File: config.mk
export PLATFORM = sky130hd
export DESIGN_NAME = pe_dma_sequencer
export DESIGN_NICKNAME = d
export VERILOG_FILES = /design/src/rtl/pe_dma_pkg.sv /design/src/rtl/pe_rr_arbiter.sv /design/src/rtl/pe_dma_sequencer.sv
export SDC_FILE = /design/constraint.sdc
export NUM_CORES = 1
export LEC_CHECK = 0
export CORE_ASPECT_RATIO = 0.75
export CORE_MARGIN = 2
export CORE_UTILIZATION = 33
export CTS_CLUSTER_SIZE = 28
export DETAILED_ROUTE_END_ITERATION = 16
export DONT_BUFFER_PORTS = 1
export HOLD_SLACK_MARGIN = 0.05
export PLACE_DENSITY = 0.48
export RECOVER_POWER = 50
export SLEW_MARGIN = 20
export SYNTH_ARGS = -nofsm -noshare
export SYNTH_HDL_FRONTEND = slang
export SYNTH_SLANG_ARGS = --single-unit
File: constraint.sdc
create_clock -name CLK -period 19.35 [get_ports CLK]
set_clock_uncertainty 0.05 [all_clocks]
set_input_delay 1.935 -clock CLK [delete_from_list [all_inputs] [get_ports CLK]]
set_output_delay 1.935 -clock CLK [all_outputs]
set_load 0.005 [all_outputs]
File: src/rtl/pe_dma_pkg.sv
// Shared types for the PE DMA sequencer: FSM states, transfer direction
// and an index-width helper used by the arbiter and the top.
package pe_dma_pkg;

  typedef enum logic [2:0] {
    IDLE,
    ARB,
    WAIT_SPACE,
    ISSUE,
    XFER,
    DONE,
    ERROR
  } dma_state_t;

  typedef enum logic {
    RD,
    WR
  } txn_dir_t;

  function automatic int idx_w(input int n);
    return (n > 1) ? $clog2(n) : 1;
  endfunction

endpackage

File: src/rtl/pe_rr_arbiter.sv
// Round-robin arbiter: searches the pending vector starting at `start`
// and returns the first hit as one-hot grant plus binary index.
module pe_rr_arbiter
  import pe_dma_pkg::*;
#(
  parameter int N = 4,
  localparam int IW = idx_w(N)
) (
  input  logic [N-1:0]  req,
  input  logic [IW-1:0] start,
  output logic [N-1:0]  gnt,
  output logic [IW-1:0] idx,
  output logic          any
);

  always_comb begin
    gnt = '0;
    idx = '0;
    any = 1'b0;
    for (int i = 0; i < N; i++) begin
      if (!any && req[(int'(start) + i) % N]) begin
        any = 1'b1;
        idx = IW'((int'(start) + i) % N);
        gnt[(int'(start) + i) % N] = 1'b1;
      end
    end
  end

endmodule

File: src/rtl/pe_dma_sequencer.sv
// PE DMA sequencer: bursts per-channel requests onto one AXI master.
// Define PE_DMA_PERF_CNT_EN to add busy/stall performance counters.
module pe_dma_sequencer
  import pe_dma_pkg::*;
#(
  parameter int NUM_RD_CH   = 3,
  parameter int ADDR_WIDTH  = 32,
  parameter int DATA_WIDTH  = 32,
  parameter int WORDS_WIDTH = 12,
  parameter int MAX_BURST   = 16,
  localparam int NCH = NUM_RD_CH + 1,
  localparam int LW  = $clog2(MAX_BURST) + 1
) (
  input  logic                                CLK,
  input  logic                                RESET,
  input  logic [NCH-1:0]                      REQ,
  input  logic [NCH-1:0][ADDR_WIDTH-1:0]      REQ_BASE_ADDR,
  input  logic [NCH-1:0][WORDS_WIDTH-1:0]     REQ_WORDS,
  input  logic [NCH-1:0]                      CH_SPACE_OK,
  input  logic                                ABORT,
  input  logic                                CLEAR_ERR,
  output logic [NUM_RD_CH-1:0]                CH_WR_CMD,
  output logic                                OUT_FIFO_RD_CMD,
  output logic [NCH-1:0]                      CH_DONE,
  output logic                                BUSY,
  output logic                                ERR,
  output logic [ADDR_WIDTH-1:0]               M_TARGET_SLAVE_BASE_ADDR,
  output logic                                M_TXN_WRITE,
  output logic [LW-1:0]                       M_TXN_LEN,
  output logic                                INIT_AXI_TXN,
  input  logic                                M_AXI_RVALID_RREADY,
  input  logic                                M_AXI_WVALID_WREADY,
  input  logic                                TXN_DONE,
  input  logic                                AXI_ERROR
`ifdef PE_DMA_PERF_CNT_EN
  ,
  output logic [31:0]                         PERF_BUSY_CYC,
  output logic [31:0]                         PERF_STALL_CYC
`endif
);

  localparam int CW  = idx_w(NCH);
  localparam int BPW = DATA_WIDTH / 8;

  dma_state_t state, state_n;

  logic [NCH-1:0]                  pending, accept, zero_done;
  logic [NCH-1:0]                  gnt, act_oh;
  logic [NCH-1:0][ADDR_WIDTH-1:0]  base, offset;
  logic [NCH-1:0][WORDS_WIDTH-1:0] remain;
  logic [CW-1:0]                   act, ptr, gnt_idx;
  logic                            gnt_any, aborting;
  logic                            ch_active, last_burst;
  logic [ADDR_WIDTH-1:0]           addr_q;
  logic [LW-1:0]                   len_q, burst_len;
  txn_dir_t                        dir_q;

  pe_rr_arbiter #(.N(NCH)) u_arb (
    .req   (pending),
    .start (ptr),
    .gnt   (gnt),
    .idx   (gnt_idx),
    .any   (gnt_any)
  );

  assign act_oh     = NCH'(1) << act;
  assign ch_active  = state inside {WAIT_SPACE, ISSUE, XFER, DONE};
  assign last_burst = remain[act] == WORDS_WIDTH'(len_q);
  assign burst_len  = (remain[act] > WORDS_WIDTH'(MAX_BURST))
                    ? LW'(MAX_BURST) : remain[act][LW-1:0];

  always_comb begin
    for (int c = 0; c < NCH; c++) begin
      accept[c] = REQ[c] && !pending[c]
               && !(ch_active && act == CW'(c));
    end
  end

  always_ff @(posedge CLK or posedge RESET) begin
    if (RESET) state <= IDLE;
    else       state <= state_n;
  end

  always_comb begin
    state_n = state;
    unique case (state)
      IDLE:       if (|pending && !ABORT) state_n = ARB;
      ARB:        state_n = (ABORT || !gnt_any) ? IDLE : WAIT_SPACE;
      WAIT_SPACE: begin
        if (ABORT)                   state_n = IDLE;
        else if (CH_SPACE_OK[act])   state_n = ISSUE;
      end
      ISSUE:      state_n = XFER;
      XFER: begin
        // error outranks a completion reported in the same cycle
        if (AXI_ERROR)                  state_n = ERROR;
        else if (TXN_DONE) begin
          if (aborting || ABORT)        state_n = IDLE;
          else if (last_burst)          state_n = DONE;
          else                          state_n = WAIT_SPACE;
        end
      end
      DONE:       state_n = IDLE;
      ERROR:      if (CLEAR_ERR) state_n = IDLE;
      default:    state_n = IDLE;
    endcase
  end

  always_ff @(posedge CLK or posedge RESET) begin
    if (RESET) begin
      pending   <= '0;
      zero_done <= '0;
      base      <= '0;
      offset    <= '0;
      remain    <= '0;
      act       <= '0;
      ptr       <= '0;
      aborting  <= 1'b0;
      addr_q    <= '0;
      len_q     <= '0;
      dir_q     <= RD;
    end else begin
      if (state == ARB && gnt_any) begin
        act <= gnt_idx;
        ptr <= (gnt_idx == CW'(NCH - 1)) ? '0 : gnt_idx + 1'b1;
      end
      if (state == WAIT_SPACE && state_n == ISSUE) begin
        addr_q <= base[act] + offset[act];
        len_q  <= burst_len;
        dir_q  <= (act == CW'(NUM_RD_CH)) ? WR : RD;
      end
      if (state == XFER && TXN_DONE && !AXI_ERROR) begin
        offset[act] <= offset[act]
                     + ADDR_WIDTH'(len_q) * ADDR_WIDTH'(BPW);
        remain[act] <= remain[act] - WORDS_WIDTH'(len_q);
      end
      if (state_n == IDLE)
        aborting <= 1'b0;
      else if (ABORT && state inside {ISSUE, XFER})
        aborting <= 1'b1;
      for (int c = 0; c < NCH; c++) begin
        zero_done[c] <= accept[c] && REQ_WORDS[c] == '0;
        if (accept[c] && REQ_WORDS[c] != '0) begin
          base[c]   <= REQ_BASE_ADDR[c];
          remain[c] <= REQ_WORDS[c];
          offset[c] <= '0;
        end
        if (ABORT)
          pending[c] <= 1'b0;
        else if (act_oh[c] && (state == DONE
                 || (state == XFER && AXI_ERROR)))
          pending[c] <= 1'b0;
        else if (accept[c] && REQ_WORDS[c] != '0)
          pending[c] <= 1'b1;
      end
    end
  end

  assign BUSY            = state != IDLE;
  assign ERR             = state == ERROR;
  assign INIT_AXI_TXN    = state == ISSUE;
  assign M_TARGET_SLAVE_BASE_ADDR = addr_q;
  assign M_TXN_LEN       = len_q;
  assign M_TXN_WRITE     = dir_q == WR;
  assign CH_WR_CMD       = (state == XFER && dir_q == RD && M_AXI_RVALID_RREADY)
                         ? act_oh[NUM_RD_CH-1:0] : '0;
  assign OUT_FIFO_RD_CMD = state == XFER && dir_q == WR && M_AXI_WVALID_WREADY;
  assign CH_DONE         = zero_done | ((state == DONE) ? act_oh : '0);

`ifdef PE_DMA_PERF_CNT_EN
  always_ff @(posedge CLK or posedge RESET) begin
    if (RESET) begin
      PERF_BUSY_CYC  <= '0;
      PERF_STALL_CYC <= '0;
    end else begin
      if (BUSY && PERF_BUSY_CYC != '1)
        PERF_BUSY_CYC <= PERF_BUSY_CYC + 1'b1;
      if (state == WAIT_SPACE && PERF_STALL_CYC != '1)
        PERF_STALL_CYC <= PERF_STALL_CYC + 1'b1;
    end
  end
`endif

endmodule

Word level (Yosys, flattened, before mapping)
Cells that the tools add are included.
Widths: inputs -> output; s select.
Storage, ports and cells
  output and inout port bits: 49
  register bits after elaboration: 358
Cells by class
  mux-type cells: 72
  eq/ne operators: 12
  bitwise operators: 5
  shift operators: 1
  reduce and logical (&&, ||, !) cells: 83
  $add $sub $neg: 7
  magnitude comparators: 7
Operators by type and width (count)
  $mux 32: 7
  $bmux 32 s2: 2
  $bwmux 128: 1
  $mux 128: 1
  $mux 12: 6
  $demux 32 s2: 1
  $bwmux 48: 1
  $logic_not 12->1: 4
  $mux 48: 1
  $reduce_bool 12->1: 4
  $logic_and 1x1->1: 39
  $add 32x32->32: 1
  $add 32x7->32: 1
  $mux 1: 27
  $mux 3: 9
  $bmux 12 s2: 1
  $demux 12 s2: 1
  $pmux 3 s6: 1
  $reduce_bool 3->1: 5
  $logic_not 1->1: 14
  $eq 12x5->1: 1
  $gt 12x5->1 const B: 1
  $lt 3x4->1 const B: 3
  $mux 2: 6
  24 further kinds: 49

Logic depth before layout (Yosys ltp)
  depth after elaboration: 20
  mapped depth: 19
  mapped depth without buffers: 13

Hierarchy
A second synthesis with hierarchy kept.
Second synthesis, totals
  cell total of the unflattened synthesis: 1849
  area, all modules: 18265.0 µm²
Modules (own cells, without submodules)
  pe_dma_sequencer: area an instance 17845.9 µm², cells an instance 1804, instances 1
  pe_rr_arbiter: area an instance 419.2 µm², cells an instance 45, instances 1

Worst setup path before layout
No wires, ideal clock.
  path type: flip-flop to flip-flop
  from: reg act[0]
  to: reg addr_q[30], in the netlist M_TARGET_SLAVE_BASE_ADDR[30]
  stages on the path, launching flop included: 18
  period minus slack after synthesis: 4.475 ns
  arrival: 4.299 ns
  path slack: 14.875 ns
  cell sequence: dfrtp_1 -> buf_6 -> buf_8 -> buf_2 -> buf_2 -> buf_2 -> buf_2 -> buf_2 -> mux4_2 -> ha_1 -> and2_1 -> a22o_1 -> nor4_1 -> nor3_1 -> or3_1 -> o2111ai_1 -> o21ai_0 -> a221o_1
Between the ends
  longest elaborated chain between the ends: 10
  elaborated cells on any way between the ends: 19
RTL lines
  from (decl): RTL line pe_dma_sequencer.sv:51  | logic [CW-1:0] act, ptr, gnt_idx;
  from (signal assigned): RTL line pe_dma_sequencer.sv:124  | act <= gnt_idx;
  $bmux 12 s2: RTL line pe_dma_sequencer.sv:68  | assign last_burst = remain[act] == WORDS_WIDTH'(len_q);
  $mux 12 (implied by the code): RTL line pe_dma_sequencer.sv:68
  $eq 12x5->1: RTL line pe_dma_sequencer.sv:68
  $mux 3: RTL line pe_dma_sequencer.sv:99  | else if (last_burst) state_n = DONE;
  $mux 3: RTL line pe_dma_sequencer.sv:98  | if (aborting || ABORT) state_n = IDLE;
  $mux 3: RTL line pe_dma_sequencer.sv:97  | else if (TXN_DONE) begin
  $mux 3: RTL line pe_dma_sequencer.sv:96  | if (AXI_ERROR) state_n = ERROR;
  $pmux 3 s6: RTL line pe_dma_sequencer.sv:86  | unique case (state)
  $eq 3x2->1: RTL line pe_dma_sequencer.sv:127  | if (state == WAIT_SPACE && state_n == ISSUE) begin
  $logic_and 1x1->1: RTL line pe_dma_sequencer.sv:127
  to (signal assigned): RTL line pe_dma_sequencer.sv:128  | addr_q <= base[act] + offset[act];
  to (decl): RTL line pe_dma_sequencer.sv:54  | logic [ADDR_WIDTH-1:0] addr_q;
Parallel ways exist; a longest one is shown, timed or not. The select of a mux whose other input is x is not followed.
A chain may end at the register's enable or synchronous reset.

==> reports/qor.yml <==
run_status:
  status: "finished with violations"
  violations: "max-capacitance violations, max-slew violations"
cells_and_area:
  n_antenna_cell: 0
  fillCellCount: 5544
  layout-drive-gt1-share_pct: 9.054
  fin_area_um2: 20540
  area_growth_pct: 10.58
  nets: 2162
  utilization_pct: 36.84
global_route:
  grt_pass1_wl_um: 91700
  grt_pass1_vias: 14990
  grt-ovfl-total: 0
  gr-usage-all-layers_pct: 20.45
  antenna_found_initial: 0
  grt_max_degree: 100
timing:
  period_needed_ns: 8.531
  relSlewSlack_pct: -202.2
  hold_violations: 0
  hold_ws_ns: 0.4203
  rsz0062_at_grt: "false"
  max_freq_mhz: 117.2
  period_share_pct: 44.09
  setup-violations-final: 0
  tightest_slew_ns: 4.508
  finalMaxSlewViolations: 609
  tns_ns: 0
die:
  die_y_um: 209.4
  core_area_um2: 55740
  die_width_um: 277.9
  initial_core_util_pct: 33.32
  dieArea_um2: 58210
  io_pins: 241
  row_count: 75
power_and_ir_drop:
  power_density_nw_per_um2: 136.7
  peakVddDrop_uv: 65.04
  p_leak_uw: 0.009305
  p_total_uw: 2808
setup_path:
  reg2regPathDepth: 7
  r2r-end: "remain[6]$_DFFE_PP0P_"
  reg2reg_slack_ns: 12.36
  startpoint_type: "input port"
  crit_family: "buffers and inverters"
  cpMaxStageDelayCell: "clkbuf_1"
  r2r-start: "act[1]$_DFFE_PP0P_"
  worst_setup_path_end_kind: "async pin"
  max_stage_delay_ns: 3.04
  cp.arrival_ns: 7.59
  cp.required_ns: 18.41
  cp_cell_sequence: "clkinvlp_2 > clkbuf_1"
  crit_fanout: 99
  crit_buf_inv: 2
  crit_type: "in -> async"
clock_tree:
  cts.sinks: 358
  holdBufCountCts: 0
  clk_latency_ns: 0.57
  clk_pin_slew_worst_paths_ns: 0.06
  tritoncts: "built"
  clockBufferDepth: 3
  root_buffer: "clkbuf_16"
  ctsHtreeMaxLevel: 2
  post_cts_resize_count: 0
  cts_setup_buffers: 0
  cts_buffers: 41
yosys:
  synth_fp_nets: 2213
  ys.flop_type: "dfrtp_1"
  synth_async_sr_flop_share_pct: 100.0
  synth_area_per_cell_um2: 9.399
  ys_types: 68
  netlist_instances: 1976
  yosysWarnings: 0
  ys_seq_elements: 358
  synth_area_um2: 18570
  synth-edff-count: 0
  ys_seq_area_share_pct: 48.24
hold_path:
  hp-class: "reg -> reg"
  timing.hold.worst.start: "base[57]$_DFFE_PP0P_"
  min_delay_path_depth: 2
  hold_end: "base[57]$_DFFE_PP0P_"
placement:
  dpl-instance-area_um2: 19250
  port_buffers: 0
  routabilityCongestion: 0.8427
  dpl.hpwl_um: 37870
detailed_routing:
  drt_wl_total_um: 59250
  post-route-drc-count: 0
  drtIter0Drc: 1179
  vias: 14650
  routed_via_density: 5.452
  ant_nets: 0
  wl_per_cell_um: 22.06
  drtPass1Iterations: 5
job:
  cap_violations: 9
==> power breakdown <==
| group | switching [µW] | total [µW] | internal [µW] |
|---|---|---|---|
| registers | 140 | 1050 | 908 |
| logic | 597 | 978 | 381 |
| clock network | 322 | 783 | 460 |
| total | 1060 | 2810 | 1750 |
==> kinds of logic (layout without fill, tap and decap cells) <==
family                   count (synthesis)  count (layout)  share of synthesized area (%)
AND/OR/NAND/NOR                        875             875                          19.62
flip-flops                             358             358                          48.24
multiplexers                            80              80                          9.668
XOR/XNOR                                62              62                          2.924
buffers and inverters                  150             129                          3.328
adder cells (fa/ha/maj)                 45              45                          3.153
AO/OA/AOI/OAI                          406             406                          13.07
==> synthesized netlist by cell type (3+ instances only) <==
cell type / number / area share, %
nor3_1: 9 / 0.24
mux4_1: 8 / 1.1
and3_1: 10 / 0.34
nand3_1: 29 / 0.78
ha_1: 42 / 2.8
nor2b_1: 12 / 0.40
nand3b_1: 4 / 0.16
nand2_1: 535 / 11
xnor2_1: 26 / 1.2
o211ai_1: 12 / 0.49
a21oi_1: 117 / 3.2
clkbuf_1: 88 / 1.8
nand4_1: 11 / 0.37
a221oi_1: 3 / 0.14
nor2_1: 204 / 4.1
nor3b_1: 5 / 0.20
nor3_2: 3 / 0.16
or2_2: 5 / 0.17
a31oi_1: 15 / 0.51
buf_1: 5 / 0.10
dfrtp_1: 358 / 48
nand2b_1: 8 / 0.27
o21bai_1: 5 / 0.20
and2_1: 12 / 0.40
inv_1: 30 / 0.61
a211oi_1: 58 / 2.3
fa_1: 3 / 0.32
buf_2: 23 / 0.62
nor4_1: 14 / 0.47
xor2_1: 36 / 1.7
or3_1: 4 / 0.13
mux4_2: 69 / 8.4
a21o_1: 17 / 0.69
o21a_1: 8 / 0.32
o22ai_1: 8 / 0.27
a311oi_1: 3 / 0.14
o21ai_0: 137 / 3.7
==> worst max-delay path by stage <==
stage,startpoint,end,slack (ns),cells after the start
final,RESET,act[0]$_DFFE_PP0P_,10.82,2
after global routing,RESET,act[0]$_DFFE_PP0P_,9.34,2
after CTS,act[0]$_DFFE_PP0P_,offset[127]$_DFFE_PP0P_,13.75,12
after detailed placement,act[0]$_DFFE_PP0P_,offset[127]$_DFFE_PP0P_,13.77,12
after global placement,act[0]$_DFFE_PP0P_,offset[127]$_DFFE_PP0P_,13.86,12
after floorplan,RESET,M_TARGET_SLAVE_BASE_ADDR[0]$_DFFE_PP0P_,7.43,1
==> layout by cell type (no fill, tap or decap), types with 11 or more instances in the layout <==
master / netlist / layout
nand2_1: 535 / 534
dfrtp_1: 358 / 357
nor2_1: 204 / 201
o21ai_0: 137 / 137
a21oi_1: 117 / 117
mux4_2: 69 / 69
a211oi_1: 58 / 58
ha_1: 42 / 42
clkbuf_16: 0 / 42
xor2_1: 36 / 36
inv_1: 30 / 29
nand3_1: 29 / 29
xnor2_1: 26 / 26
a21o_1: 17 / 17
buf_4: 0 / 17
clkbuf_1: 88 / 16
a31oi_1: 15 / 15
nor4_1: 14 / 14
o211ai_1: 12 / 12
nand4_1: 11 / 11
and2_1: 12 / 11
==> state kept, by name, summed over array words and instances, names as in the netlist, named ones only <==
signal                    cells
pending                       4
act                           2
offset                      128
remain                       48
M_TXN_LEN                     5
M_TARGET_SLAVE_BASE_ADDR     32
ptr                           1
zero_done                     4
state                         3
M_TXN_WRITE                   1
base                        128
aborting                      1
==> area by class of cell <==
| type | count | area (µm²) | area share [%] |
|---|---|---|---|
| sequential | 358 | 8962 | 43.64 |
| inverter | 31 | 117.6 | 0.5727 |
| multi-input combinational | 1468 | 9037 | 44.01 |
| timing repair buffer | 25 | 157.7 | 0.7677 |
| clock inverter | 14 | 141.4 | 0.6885 |
| tap | 731 | 914.6 | 4.454 |
| clock buffer | 59 | 1205 | 5.867 |
==> per-layer routing <==
metal  wire length, µm  track usage (%)  up-vias  part of all wire, %
met5                 0                0        -                    0
met4              1272            5.256        0                  2.1
met3              3217            3.685       77                  5.4
met2             27490            32.63      406                   46
met1             27280            28.79     7427                   46
li1                  -                -     6735                    -
==> metrics by stage <==
stage	cells	setup slack, ns
2_1_floorplan	1976	7.431
3_3_place_gp	2613	13.86
3_5_place_dp	2613	13.77
4_1_cts	2686	13.75
5_1_grt	2686	9.338
6_report	2686	10.82
(Power assumes the default switching activity.)
